**config.mk**
```make
export PLATFORM = sky130hd
export DESIGN_NAME = ipd_sample_sequencer
export DESIGN_NICKNAME = d
export VERILOG_FILES = /design/src/rtl/ipd_sample_sequencer.sv
export SDC_FILE = /design/constraint.sdc
export NUM_CORES = 1
export LEC_CHECK = 0
export CAP_MARGIN = 30
export CORE_UTILIZATION = 44
export DETAILED_ROUTE_END_ITERATION = 10
export PLACE_DENSITY = 0.83
export SLEW_MARGIN = 30
export SYNTH_ARGS = -nofsm -noshare
export SYNTH_HDL_FRONTEND = slang
export SYNTH_SLANG_ARGS = --single-unit
export TNS_END_PERCENT = 100
```
**constraint.sdc**
```tcl
create_clock -name clock -period 2.23 [get_ports clock]
set_clock_uncertainty 0.2 [all_clocks]
set_input_delay 0.446 -clock clock [delete_from_list [all_inputs] [get_ports clock]]
set_output_delay 0.446 -clock clock [all_outputs]
set_load 0.02 [all_outputs]
```
**src/rtl/ipd_sample_sequencer.sv**
```systemverilog
// Sample-period sequencer for the pipelined IPD control law: tick, ADC fetch, fill, update, settle, publish.
// Optional ADC wait timeout is enabled by defining IPD_SEQ_TIMEOUT_EN.
module ipd_sample_sequencer #(
    parameter int unsigned       Width     = 19,
    parameter int unsigned       DivWidth  = 16,
    parameter int unsigned       Latencia  = 4,
    parameter logic [Width-1:0]  SatMax    = 19'h0FFFF,
    parameter logic [Width-1:0]  SatMin    = 19'h70000,
    parameter int unsigned       TimeoutCy = 64
) (
    input  logic                clock,
    input  logic                reset,
    input  logic                start,
    input  logic                stop,
    input  logic [DivWidth-1:0] divisor,
    output logic                adc_req,
    input  logic                adc_valid,
    input  logic [Width-1:0]    adc_data,
    output logic [Width-1:0]    y_k,
    output logic                ipd_enable,
    input  logic [Width-1:0]    salida_IPD,
    output logic [Width-1:0]    u_k,
    output logic                u_valid,
    output logic                busy,
    output logic                overrun,
    output logic                adc_timeout
);

    localparam int unsigned LatW = (Latencia < 2) ? 1 : $clog2(Latencia);

    typedef enum logic [2:0] {
        S_IDLE, S_WAIT, S_REQ, S_FILL, S_UPDATE, S_SETTLE, S_OUTPUT
    } state_t;

    state_t              state;
    logic [DivWidth-1:0] cnt;
    logic [DivWidth-1:0] term;
    logic [DivWidth-1:0] term_next;
    logic [LatW-1:0]     lat_cnt;
    logic                tick;
    logic                stop_lat;
    logic                to_hit;

    function automatic logic [Width-1:0] sat(input logic [Width-1:0] x);
        if ($signed(x) > $signed(SatMax))
            return SatMax;
        else if ($signed(x) < $signed(SatMin))
            return SatMin;
        else
            return x;
    endfunction

    // A zero divisor behaves as 1, so the terminal count is 0 in both cases.
    assign term_next = (divisor == '0) ? '0 : divisor - DivWidth'(1);
    assign tick      = (state != S_IDLE) && (cnt == term);
    assign busy      = (state != S_IDLE) && (state != S_WAIT);

    always_ff @(posedge clock or negedge reset) begin
        if (!reset) begin
            cnt  <= '0;
            term <= '0;
        end else if (state == S_IDLE || tick) begin
            cnt  <= '0;
            term <= term_next;
        end else begin
            cnt  <= cnt + DivWidth'(1);
        end
    end

`ifdef IPD_SEQ_TIMEOUT_EN
    localparam int unsigned ToW = $clog2(TimeoutCy + 1);
    logic [ToW-1:0] to_cnt;

    assign to_hit = (state == S_REQ) && !adc_valid && (to_cnt == ToW'(TimeoutCy - 1));

    always_ff @(posedge clock or negedge reset) begin
        if (!reset) begin
            to_cnt      <= '0;
            adc_timeout <= 1'b0;
        end else if (state != S_REQ) begin
            to_cnt      <= '0;
        end else if (to_hit) begin
            to_cnt      <= '0;
            adc_timeout <= 1'b1;
        end else if (!adc_valid) begin
            to_cnt      <= to_cnt + ToW'(1);
        end
    end
`else
    assign to_hit      = 1'b0;
    assign adc_timeout = 1'b0;
`endif

    always_ff @(posedge clock or negedge reset) begin
        if (!reset) begin
            state      <= S_IDLE;
            adc_req    <= 1'b0;
            y_k        <= '0;
            ipd_enable <= 1'b0;
            u_k        <= '0;
            u_valid    <= 1'b0;
            overrun    <= 1'b0;
            stop_lat   <= 1'b0;
            lat_cnt    <= '0;
        end else begin
            ipd_enable <= 1'b0;
            u_valid    <= 1'b0;
            if (stop)
                stop_lat <= 1'b1;
            // Ticks are only consumed in WAIT; anywhere else in a sample they are lost.
            if (tick && busy)
                overrun <= 1'b1;

            case (state)
                S_IDLE: begin
                    stop_lat <= 1'b0;
                    if (start && !stop)
                        state <= S_WAIT;
                end
                S_WAIT: begin
                    if (stop_lat) begin
                        stop_lat <= 1'b0;
                        state    <= S_IDLE;
                    end else if (tick) begin
                        adc_req  <= 1'b1;
                        state    <= S_REQ;
                    end
                end
                S_REQ: begin
                    if (adc_valid) begin
                        y_k     <= adc_data;
                        adc_req <= 1'b0;
                        lat_cnt <= '0;
                        state   <= S_FILL;
                    end else if (to_hit) begin
                        adc_req <= 1'b0;
                        lat_cnt <= '0;
                        state   <= S_FILL;
                    end
                end
                S_FILL: begin
                    if (lat_cnt == LatW'(Latencia - 1)) begin
                        ipd_enable <= 1'b1;
                        state      <= S_UPDATE;
                    end else begin
                        lat_cnt    <= lat_cnt + LatW'(1);
                    end
                end
                S_UPDATE: begin
                    lat_cnt <= '0;
                    state   <= S_SETTLE;
                end
                S_SETTLE: begin
                    if (lat_cnt == LatW'(Latencia - 1)) begin
                        u_k     <= sat(salida_IPD);
                        u_valid <= 1'b1;
                        state   <= S_OUTPUT;
                    end else begin
                        lat_cnt <= lat_cnt + LatW'(1);
                    end
                end
                S_OUTPUT: begin
                    if (stop_lat) begin
                        stop_lat <= 1'b0;
                        state    <= S_IDLE;
                    end else begin
                        state    <= S_WAIT;
                    end
                end
                default: state <= S_IDLE;
            endcase
        end
    end

endmodule

```
### Word level (Yosys, flattened, before mapping)

Index checks and enable logic that the tools add are counted.

| cells by class | value |
|---|---|
| add/subtract/negate cells | 3 |
| order comparisons | 2 |
| equal/unequal tests | 17 |
| multiplexer cells | 25 |
| reduce and logical (&&, ||, !) cells | 18 |

Operators with widths:

| cell | number |
|---|---|
| 19-bit two-way mux | 2 |
| 16-bit two-way mux | 2 |
| 3-bit one-hot mux with 7 select lines | 1 |
| 19-bit by 17-bit > comparator with 1-bit output (second input constant) | 1 |
| 19-bit by 17-bit < comparator with 1-bit output (second input constant) | 1 |
| 3-bit two-way mux | 6 |
| 16-bit by 1-bit adder with 16-bit output (second input constant) | 1 |
| 16-bit == test | 1 |
| 16-bit zero test | 1 |
| 16-bit by 1-bit subtractor with 16-bit output (second input constant) | 1 |
| 2-bit != test (second input constant) | 6 |
| 3-bit == test (second input constant) | 3 |
| 1-bit two-way mux | 9 |
| 3-bit by 2-bit == test with 1-bit output (second input constant) | 2 |
| 2-bit one-hot mux with 3 select lines | 1 |
| 3-bit nonzero test | 2 |
| 5-bit AND reduction | 1 |
| 1-bit logical AND | 4 |
| 2-bit two-way mux | 2 |
| 1-bit one-hot mux with 2 select lines | 2 |
| 2-bit AND reduction | 2 |
| 4-bit AND reduction | 1 |
| 2-bit OR reduction | 2 |
| 3-bit by 1-bit == test with 1-bit output (second input constant) | 1 |
| 10 further kinds | 10 |

| word-level totals | value |
|---|---|
| bits in registers | 80 |
| word-level logic and storage cells | 76 |

### Longest topological paths before layout

Gate-level depths: netlist of run 1.

| depth | value |
|---|---|
| depth in word-level cells | 5 |
| mapped depth | 8 |

### Worst setup path before layout of run 1

Ideal clock, no wire load.

| timing path | value |
|---|---|
| path type | in2reg |
| start point | in divisor[10] |
| end point | reg term[15] |
| arrival | 2118 ps |
| path slack | -213 ps |
| stages on the path | 5 |
| buffers on the path | 0 |
| cells stage by stage | or4_4 -> or3_4 -> nor4_1 -> mux2_2 -> mux2_2 |

| on the way | value |
|---|---|
| word-level cells in the longest chain between the ends | 2 |

Ends and longest elaborated chain:

| item | RTL line | text |
|---|---|---|
| from (decl) | 15 | `input logic [DivWidth-1:0] divisor,` |
| 16-bit by 1-bit subtractor with 16-bit output / 16-bit zero test (equally long branches) | 54 | `assign term_next = (divisor == '0) ? '0 : divisor - DivWidth'(1);` |
| 16-bit two-way mux * | 54 |  |
| to (signal assigned) | 64 | `term <= term_next;` |
| to (decl) | 37 | `logic [DivWidth-1:0] term;` |

Every way passes the cells marked *; elsewhere a longest branch is shown, timed or not.
A chain may end at the register's enable or synchronous reset.

### Final worst setup path of run 1

| timing path | value |
|---|---|
| start point | in divisor[11] |
| end point | reg term[5] |

| on the way | value |
|---|---|
| word-level cells in the longest chain between the ends | 2 |

Ends and longest elaborated chain:

| item | RTL line |
|---|---|
| 16-bit zero test | 54 |
| 16-bit two-way mux | 54 |

No other way between the ends.

==> results of run 1 <==
-- area by class of cell --
class,instances,area [µm²]
clock buffers,9,124
clock inverters,6,37.5
fillers,642,3040
inverters,14,52.6
multi-input cells,250,1960
flip-flops and latches,80,2000
well taps,108,135
repair buffers,145,1370
-- flip-flops by register name, indices dropped and copies added, names as in the netlist --
signal,flops
u_k,19
y_k,19
cnt,16
term,16
state,3
lat_cnt,2
adc_req,1
ipd_enable,1
overrun,1
stop_lat,1
u_valid,1
-- placed cells by master, fill, tap and decap left out, types with 2 or more instances in the layout --
| master | n |
|---|---|
| a21oi_1 | 7 |
| buf_12 | 2 |
| buf_4 | 39 |
| buf_6 | 5 |
| clkbuf_8 | 9 |
| clkdlybuf4s50_1 | 93 |
| clkinv_2 | 3 |
| clkinvlp_4 | 3 |
| dfrtp_1 | 80 |
| dlygate4sd2_1 | 3 |
| ha_1 | 4 |
| inv_1 | 14 |
| mux2_2 | 22 |
| mux2_4 | 14 |
| mux2i_1 | 3 |
| nand2_1 | 14 |
| nand2b_1 | 2 |
| nand3_1 | 9 |
| nand4_1 | 6 |
| nor2_1 | 35 |
| nor2_2 | 8 |
| nor2b_1 | 18 |
| nor3_1 | 3 |
| nor4_1 | 4 |
| nor4_2 | 4 |
| nor4_4 | 2 |
| o21ai_0 | 5 |
| o21ai_1 | 3 |
| o22a_1 | 16 |
| o22ai_1 | 3 |
| or4_4 | 3 |
| xnor2_1 | 7 |
| xor2_1 | 31 |
-- metrics by stage --
| step | setup TNS, ns | hold WS, ns | std cells |
|---|---|---|---|
| floorplan | -2.04 | -0.0496 | 360 |
| global placement | -9.40 | 0.230 | 593 |
| detailed placement | -10.04 | 0.239 | 593 |
| CTS | -0.264 | 0.296 | 612 |
| global route | -2.54 | 0.323 | 612 |
| finish | -1.22 | 0.292 | 612 |
-- Yosys cell counts (all sizes together) (9+ instances only) --
master	number	area share
clkbuf	11	0.010
xor2	31	0.069
inv	14	0.013
o22a	16	0.035
nor4	10	0.020
dfrtp	80	0.51
o21ai	9	0.011
nand2	14	0.013
nand3	9	0.011
mux2	36	0.11
nor2	44	0.042
nor2b	18	0.028
-- how the worst max path moves through the flow --
stage                    end
floorplan            term[7]
global placement    term[15]
detailed placement   term[0]
CTS                 term[15]
global route         term[5]
finish               term[5]
-- cell families after synthesis --
family / count (synthesis) / synth area share
simple gates: 122 / 0.163
fa+ha+maj: 5 / 0.0158
xor+xnor: 39 / 0.0864
flops: 80 / 0.506
buf+inv: 30 / 0.0323
other cells: 1 / 0.000949
mux: 39 / 0.116
compound gates: 44 / 0.0788
-- worst register-to-register path: cells and delay by family (launching register included) --
family	cells	cell delay [ns]
multiplexers	1	0.36
buffers and inverters	1	0.20
AND/OR/NAND/NOR	2	0.59
AO/OA/AOI/OAI	1	0.13
flip-flops	1	0.44
XOR/XNOR	1	0.17
-- timing repair --
action / in CTS / in global routing
gates resized for setup: 28 / 28
setup buffers: 2 / 0
endpoints found under the setup margin: 17 / 32
pin swaps: 4 / 8
hold buffers: 1 / 0
endpoints found under the hold margin: 35 / 0
cloned: 1 / 0
-- power breakdown --
group / switching [mW] / internal (mW) / leakage [nW]
logic: 1.18 / 1.36 / 1.45
clock network: 0.512 / 0.391 / 0.0769
registers: 0.306 / 1.88 / 1.04
-- per-layer routing --
| metal | vias to the layer above | global-route usage | share of wire |
|---|---|---|---|
| met3 | 13 | 0.0354 | 0.037 |
| met2 | 97 | 0.351 | 0.53 |
| met5 | - | 0 | 0 |
| li1 | 1533 | - | - |
| met4 | 0 | 0.0620 | 0.015 |
| met1 | 1625 | 0.243 | 0.41 |
==> results.json, run 1 <==
{
  "outcome": "finished with violations",
  "violations": "setup timing",
  "slew_violations": 0,
  "p_leak_nw": 2.56,
  "ff2ff_path_depth": 6,
  "peakVddDrop_mv": 0.504,
  "cts_root_buffer": "clkbuf_8",
  "io_buffers": 101,
  "grt_pass1_wl_um": 15300,
  "slowest_delay_ns": 0.52,
  "rrSetupSlack_ns": 0.04,
  "grt_usage": 0.197,
  "synth_cells": 360,
  "syn_to_final_growth_pct": 43.7,
  "final_area_um2": 5680,
  "clk_latency_ns": 0.35,
  "finalSetupViolations": 15,
  "path_buf_inv": 3,
  "wl_per_cell_um": 15.4,
  "drive_above_1_share": 0.252,
  "path_cells": "buf_6 -> or4_4 -> or3_4 -> buf_6 -> nor4_4 -> buf_6 -> nor2_1 -> mux2_4",
  "worst_slack_ns": -0.107,
  "crit_top_cell": "buf_6",
  "wl_um": 9410,
  "synth_area_per_cell_um2": 11.0,
  "start_kind": "input port",
  "initial_core_util": 0.453,
  "cp.depth": 8,
  "yosysSeqAreaShare": 0.506,
  "required_ns": 2.26,
  "async_flop_share": 1.00,
  "end_kind": "register",
  "fin_nets": 564,
  "rsz0062_at_grt": "yes",
  "hpwl_um": 6630,
  "place_area_um2": 5360,
  "cts_tree": "done",
  "place_congestion": 0.871,
  "drt-initial-drc-count": 170,
  "design.core.area_um2": 8720,
  "drc": 0,
  "slew_headroom": 0.655,
  "fin_crit_ns": 2.34,
  "whs_path_depth": 1,
  "hold_path_class": "reg2reg",
  "dieArea_um2": 9370,
  "slowest_stage": "or4_4",
  "htreeDepth": 3,
  "vias": 3268,
  "critPathLaunch": "divisor[11]",
  "drt-pass1-iter-count": 4,
  "worstSetupPathType": "in2reg",
  "holdPathEnd": "overrun",
  "grt_pass1_vias": 3324,
  "clock_path_buffers": 2,
  "grt_antenna_before_repair": 0,
  "die_h_um": 96.8,
  "pre_cts_ws_ns": -0.662,
  "synth_seq_cells": 80,
  "worstMarginPinSlew_ns": 0.511,
  "reg2reg_from": "cnt[13]",
  "ys.warnings.count": 0,
  "synth_edf_count": 0,
  "viasPerCell": 5.34,
  "cts.sinks": 80,
  "rr_endpoint": "term[14]",
  "min_from": "overrun",
  "period_share": 1.05,
  "power_mw": 5.63,
  "utilization": 0.651,
  "ant_nets": 0,
  "io_pins": 103,
  "die_width_um": 96.8,
  "cap_violations": 0,
  "clk_pin_slew_ns": 0.08,
  "netlist_area_um2": 3950,
  "grt_max_degree": 46,
  "crit_arrival_ns": 2.37,
  "hold_viol": 0,
  "synth_top_flop_cell": "dfrtp_1",
  "syn-num-nets": 424,
  "critPathTopFamily": "simple AND/OR/NAND/NOR gates",
  "ys_types": 48,
  "grt-ovfl-total": 0,
  "fmax_mhz": 428,
  "cts_made_buffers": 9,
  "insertedDiodeCount": 0,
  "rows": 34,
  "cellPowerDensity_nw_per_um2": 991,
  "crit_fanout": 7
}
Power figures use the tool's default switching activity.
==> inputs of run 2 (changes only) <==
--- a/config.mk
+++ b/config.mk
@@ -9,6 +9,8 @@
 export CORE_UTILIZATION = 44
 export DETAILED_ROUTE_END_ITERATION = 10
 export PLACE_DENSITY = 0.83
+export RECOVER_POWER = 50
+export SKIP_CTS_REPAIR_TIMING = 1
 export SLEW_MARGIN = 30
 export SYNTH_ARGS = -nofsm -noshare
 export SYNTH_HDL_FRONTEND = slang
==> run 2 against run 1 <==
Against the previous run: the flow still finishes with violations (setup timing); cell count decreased by 0.16%; routed wire length down 2.4%; design area down 1.0%; clock power is 0.6% higher; sequential cell count unchanged; critical path depth down 2; sequential share of layout area increased by 0.37 points; critical endpoint is now term[15]; largest power group unchanged.
==> results.json, run 2 (synthesized netlist as in run 1, its figures left out) <==
{
  "outcome": "finished with violations",
  "violations": "setup timing",
  "grt_pass1_wl_um": 14900,
  "worstSetupPathType": "in2reg",
  "p_clk_frac": 0.164,
  "final_common_cell": "clkdlybuf4s50_1",
  "grt_busiest_layer": "met2",
  "layout_common_cells": "clkdlybuf4s50_1 (82), dfrtp_1 (80), nor2_1 (44), buf_4 (38), xor2_1 (31)",
  "internal_power_mw": 3.58,
  "crit_fanout": 4,
  "power_frac_comb": 0.442,
  "min_from": "overrun",
  "io_buffers": 101,
  "fin_crit_ns": 2.32,
  "grt_max_degree": 46,
  "ant_nets": 0,
  "cts_made_buffers": 9,
  "cellPowerDensity_nw_per_um2": 985,
  "syn_to_final_growth_pct": 42.2,
  "clk_latency_ns": 0.35,
  "grt_util_met2": 0.345,
  "hold_viol": 0,
  "worstMarginPinSlew_ns": 0.869,
  "crit_arrival_ns": 2.36,
  "grt_util_met1": 0.237,
  "rsz0062_at_grt": "yes",
  "worstSetupEndpoint": "term[15]",
  "grt_pass1_vias": 3267,
  "place_congestion": 0.871,
  "critPathLaunch": "divisor[8]",
  "period_share": 1.04,
  "clock_path_buffers": 2,
  "drive_above_1_share": 0.229,
  "p_leak_nw": 2.63,
  "die_width_um": 96.8,
  "grt_usage": 0.192,
  "ff2ff_path_depth": 6,
  "die_h_um": 96.8,
  "clk_pin_slew_ns": 0.08,
  "rrSetupSlack_ns": 0.04,
  "cap_violations": 0,
  "place_area_um2": 5360,
  "wl_per_cell_um": 15.0,
  "end_kind": "register",
  "slew_headroom": 0.421,
  "drc": 0,
  "hpwl_um": 6630,
  "grt_use_met3": 0.0347,
  "power_mw": 5.54,
  "fin_nets": 563,
  "dieArea_um2": 9370,
  "hold_path_class": "reg2reg",
  "worst_slack_ns": -0.0877,
  "slew_violations": 0,
  "htreeDepth": 3,
  "p_sw_frac": 0.354,
  "switchingPower_mw": 1.96,
  "insertedDiodeCount": 0,
  "rows": 34,
  "peakVddDrop_mv": 0.487,
  "start_kind": "input port",
  "viasPerCell": 5.25,
  "grt_antenna_before_repair": 0,
  "design.core.area_um2": 8720,
  "timing.hold.ws_ns": 0.292,
  "cts.sinks": 80,
  "io_pins": 103,
  "drt-pass1-iter-count": 4,
  "finalSetupViolations": 1,
  "fmax_mhz": 431,
  "reg2reg_from": "cnt[13]",
  "cts_tree": "done",
  "rr_endpoint": "term[7]",
  "initial_core_util": 0.453,
  "sequentialPowerShare": 0.394,
  "cts_root_buffer": "clkbuf_8",
  "wl_um": 9180,
  "final_area_um2": 5620,
  "required_ns": 2.27,
  "drt-initial-drc-count": 195,
  "grt-ovfl-total": 0,
  "vias": 3209,
  "reg.largest.list": "u_k x19, y_k x19"
}
[run 2: cell count changes in the layout (fill, tap and decap cells not counted), sizes merged]
cell           change
clkbuf             +4
dlygate4sd2        -3
dlymetal6s2s      +10
buf                -6
clkdlybuf4s50     -11
dlygate4sd3        +5
[run 2: worst min path at each step]
stage | end | slack (ns) | cells after the start
detailed placement | y_k[4] | 0.24 | 1
global placement | y_k[4] | 0.23 | 1
finish | overrun | 0.29 | 1
global route | overrun | 0.32 | 1
CTS | y_k[4] | -0.15 | 1
floorplan | adc_req | -0.05 | 0
[run 2: layer usage]
metal,vias to the layer above,share of wire
li1,1528,-
met1,1597,0.42
met2,74,0.53
met3,10,0.034
met4,0,0.012
met5,-,0
[run 2: metrics by stage]
step                      instances  TNS, ns  utilization  setup slack (ns)
after detailed placement        593   -10.04        0.615            -0.662
after global routing            611    -3.95        0.645            -0.118
after global placement          593    -9.40        0.615            -0.622
after CTS                       608    -4.14        0.633            -0.285
after floorplan                 360    -2.04            -            -0.171
final                           611  -0.0877        0.645           -0.0877
[run 2: worst max-delay path: stages]
cell and delay (ns):
buf_6 0.09, or4_4 0.52, or3_4 0.44, nor4_4 0.28, mux2_4 0.32, mux2_4 0.25
[run 2: power by group through the flow]
stage | Sequential, mW | Clock [mW] | Combinational [mW]
2_1_floorplan | 2.39 | 0 | 1.28
3_3_place_gp | 2.19 | 0 | 2.37
3_5_place_dp | 2.21 | 0 | 2.45
4_1_cts | 2.19 | 0.928 | 2.45
5_1_grt | 2.24 | 0.989 | 2.63
6_report | 2.18 | 0.908 | 2.45
[run 2: cell type report]
cell class | instances | area (µm²)
Fill cell | 659 | 3100
Sequential cell | 80 | 2000
Multi-Input combinational cell | 250 | 1910
Timing Repair Buffer | 144 | 1360
Tap cell | 108 | 135
Clock buffer | 9 | 124
Inverter | 14 | 52.6
Clock inverter | 6 | 37.5
==> inputs of run 3 (changes only) <==
--- a/config.mk
+++ b/config.mk
@@ -6,7 +6,9 @@
 export NUM_CORES = 1
 export LEC_CHECK = 0
 export CAP_MARGIN = 30
+export CORE_MARGIN = 2
 export CORE_UTILIZATION = 44
+export CTS_CLUSTER_DIAMETER = 150
 export DETAILED_ROUTE_END_ITERATION = 10
 export PLACE_DENSITY = 0.83
 export RECOVER_POWER = 50
==> run 3 against run 2 <==
Against the previous run: fmax shrank 0.50%; clock power rose by 29%; critical path type unchanged; the run still ends with setup timing left; worst setup slack lost 0.012 ns; critical path depth stayed put; non-clock buffer count stayed put; largest cell class unchanged; count of clock-buffer cells in the layout is 1 higher.
==> results.json, run 3 (synthesized netlist as in run 1, its figures left out) <==
{
  "reg2reg_from": "cnt[7]",
  "pre_cts_ws_ns": -0.691,
  "cts_tree": "done",
  "layout_common_cells": "clkdlybuf4s50_1 (93), dfrtp_1 (80), nor2_1 (44), buf_4 (34), xor2_1 (31)",
  "clock_path_buffers": 2,
  "htreeDepth": 3,
  "drc": 0,
  "grt_antenna_before_repair": 0,
  "outcome": "finished with violations",
  "ff2ff_path_depth": 6,
  "ant_nets": 0,
  "vias": 3178,
  "grt_usage": 0.194,
  "start_kind": "input port",
  "insertedDiodeCount": 0,
  "slowest_delay_ns": 0.53,
  "grt_pass1_vias": 3295,
  "slowest_stage": "or4_4",
  "required_ns": 2.27,
  "cap_violations": 0,
  "syn_to_final_growth_pct": 42.9,
  "final_common_cell": "clkdlybuf4s50_1",
  "place_inst": 593,
  "slew_headroom": 0.297,
  "path_buf_inv": 1,
  "fmax_mhz": 429,
  "fin_cells": 612,
  "timing.hold.ws_ns": 0.277,
  "grt-ovfl-total": 0,
  "drt-initial-drc-count": 163,
  "die_h_um": 98.8,
  "worstSetupPathType": "in2reg",
  "cts_root_buffer": "clkbuf_8",
  "violations": "setup timing",
  "wl_um": 9490,
  "hold_path_class": "reg2reg",
  "holdPathEnd": "overrun",
  "worstMarginPinSlew_ns": 1.05,
  "cp.depth": 6,
  "cellPowerDensity_nw_per_um2": 1040,
  "io_buffers": 101,
  "rrSetupSlack_ns": 0.02,
  "cts_made_buffers": 9,
  "clk_pin_slew_ns": 0.08,
  "crit_fanout": 3,
  "cts.sinks": 80,
  "clk_latency_ns": 0.35,
  "grt_pass1_wl_um": 15400,
  "finalSetupViolations": 15,
  "design.core.area_um2": 8720,
  "hold_viol": 0,
  "critPathTopFamily": "simple AND/OR/NAND/NOR gates",
  "end_kind": "register",
  "worst_slack_ns": -0.0994,
  "viasPerCell": 5.19,
  "rows": 34,
  "rr_endpoint": "term[13]",
  "place_congestion": 0.896,
  "crit_top_cell": "mux2_4",
  "die_width_um": 98.8,
  "whs_path_depth": 1,
  "hpwl_um": 6870,
  "grt_max_degree": 45,
  "reg.largest.list": "u_k x19, y_k x19",
  "drt-pass1-iter-count": 5,
  "initial_core_util": 0.453,
  "fin_nets": 563,
  "slew_violations": 0,
  "dieArea_um2": 9760,
  "peakVddDrop_mv": 0.537,
  "power_mw": 5.85,
  "io_pins": 103,
  "drive_above_1_share": 0.224,
  "path_cells": "buf_6 -> or4_4 -> or3_4 -> nor4_4 -> mux2_4 -> mux2_4",
  "wl_per_cell_um": 15.5,
  "fillerInstances": 653,
  "period_share": 1.04,
  "min_from": "overrun",
  "fin_crit_ns": 2.33,
  "crit_arrival_ns": 2.37,
  "rsz0062_at_grt": "yes",
  "p_leak_nw": 2.57
}
[run 3: cell count changes in the layout (fill, tap and decap cells not counted), moves of 2 or more]
cell / before / now
dlygate4sd3_1: 6 / 1
buf_4: 38 / 34
clkdlybuf4s50_1: 82 / 93
bufinv_16: 0 / 2
clkinvlp_4: 3 / 1
dlymetal6s2s_1: 10 / 4
[run 3: layout make-up]
| class | count | area [µm²] | area share |
|---|---|---|---|
| inverter | 14 | 52.6 | 0.00931 |
| timing repair buffer | 144 | 1350 | 0.239 |
| tap | 108 | 135 | 0.0239 |
| multi-input combinational | 250 | 1890 | 0.334 |
| clock buffer | 10 | 138 | 0.0244 |
| clock inverter | 6 | 82.6 | 0.0146 |
| sequential | 80 | 2000 | 0.355 |
[run 3: per-stage QoR]
stage / area (µm²) / setup TNS [ns] / util
2_1_floorplan: 3970 / -2.04 / -
3_3_place_gp: 5370 / -9.41 / 0.616
3_5_place_dp: 5370 / -10.16 / 0.616
4_1_cts: 5590 / -4.13 / 0.641
5_1_grt: 5650 / -5.88 / 0.647
6_report: 5650 / -1.14 / 0.647
[run 3: worst max path at each step]
stage | startpoint | end | slack, ns
2_1_floorplan | divisor[10] | term[7] | -0.17
3_3_place_gp | divisor[10] | term[15] | -0.62
3_5_place_dp | divisor[10] | term[15] | -0.69
4_1_cts | divisor[10] | term[15] | -0.32
5_1_grt | divisor[9] | term[15] | -0.13
6_report | divisor[9] | term[15] | -0.1
[run 3: power breakdown]
group | total (mW) | internal [mW] | switching, mW
sequential | 2.19 | 1.88 | 0.307
combinational | 2.49 | 1.31 | 1.18
clock | 1.17 | 0.655 | 0.517
[run 3: worst register-to-register path, stage by stage, from the launching register on]
cell	delay (ns)
dfrtp_1	0.43
xor2_1	0.16
nor4_1	0.34
nand4_1	0.18
o21ai_0	0.19
buf_12	0.22
mux2_2	0.36
[run 3: metal layers]
| layer | track usage | part of all wire |
|---|---|---|
| met1 | 0.236 | 0.40 |
| met2 | 0.344 | 0.54 |
| met3 | 0.0383 | 0.038 |
| met4 | 0.0622 | 0.020 |
| met5 | 0 | 0 |
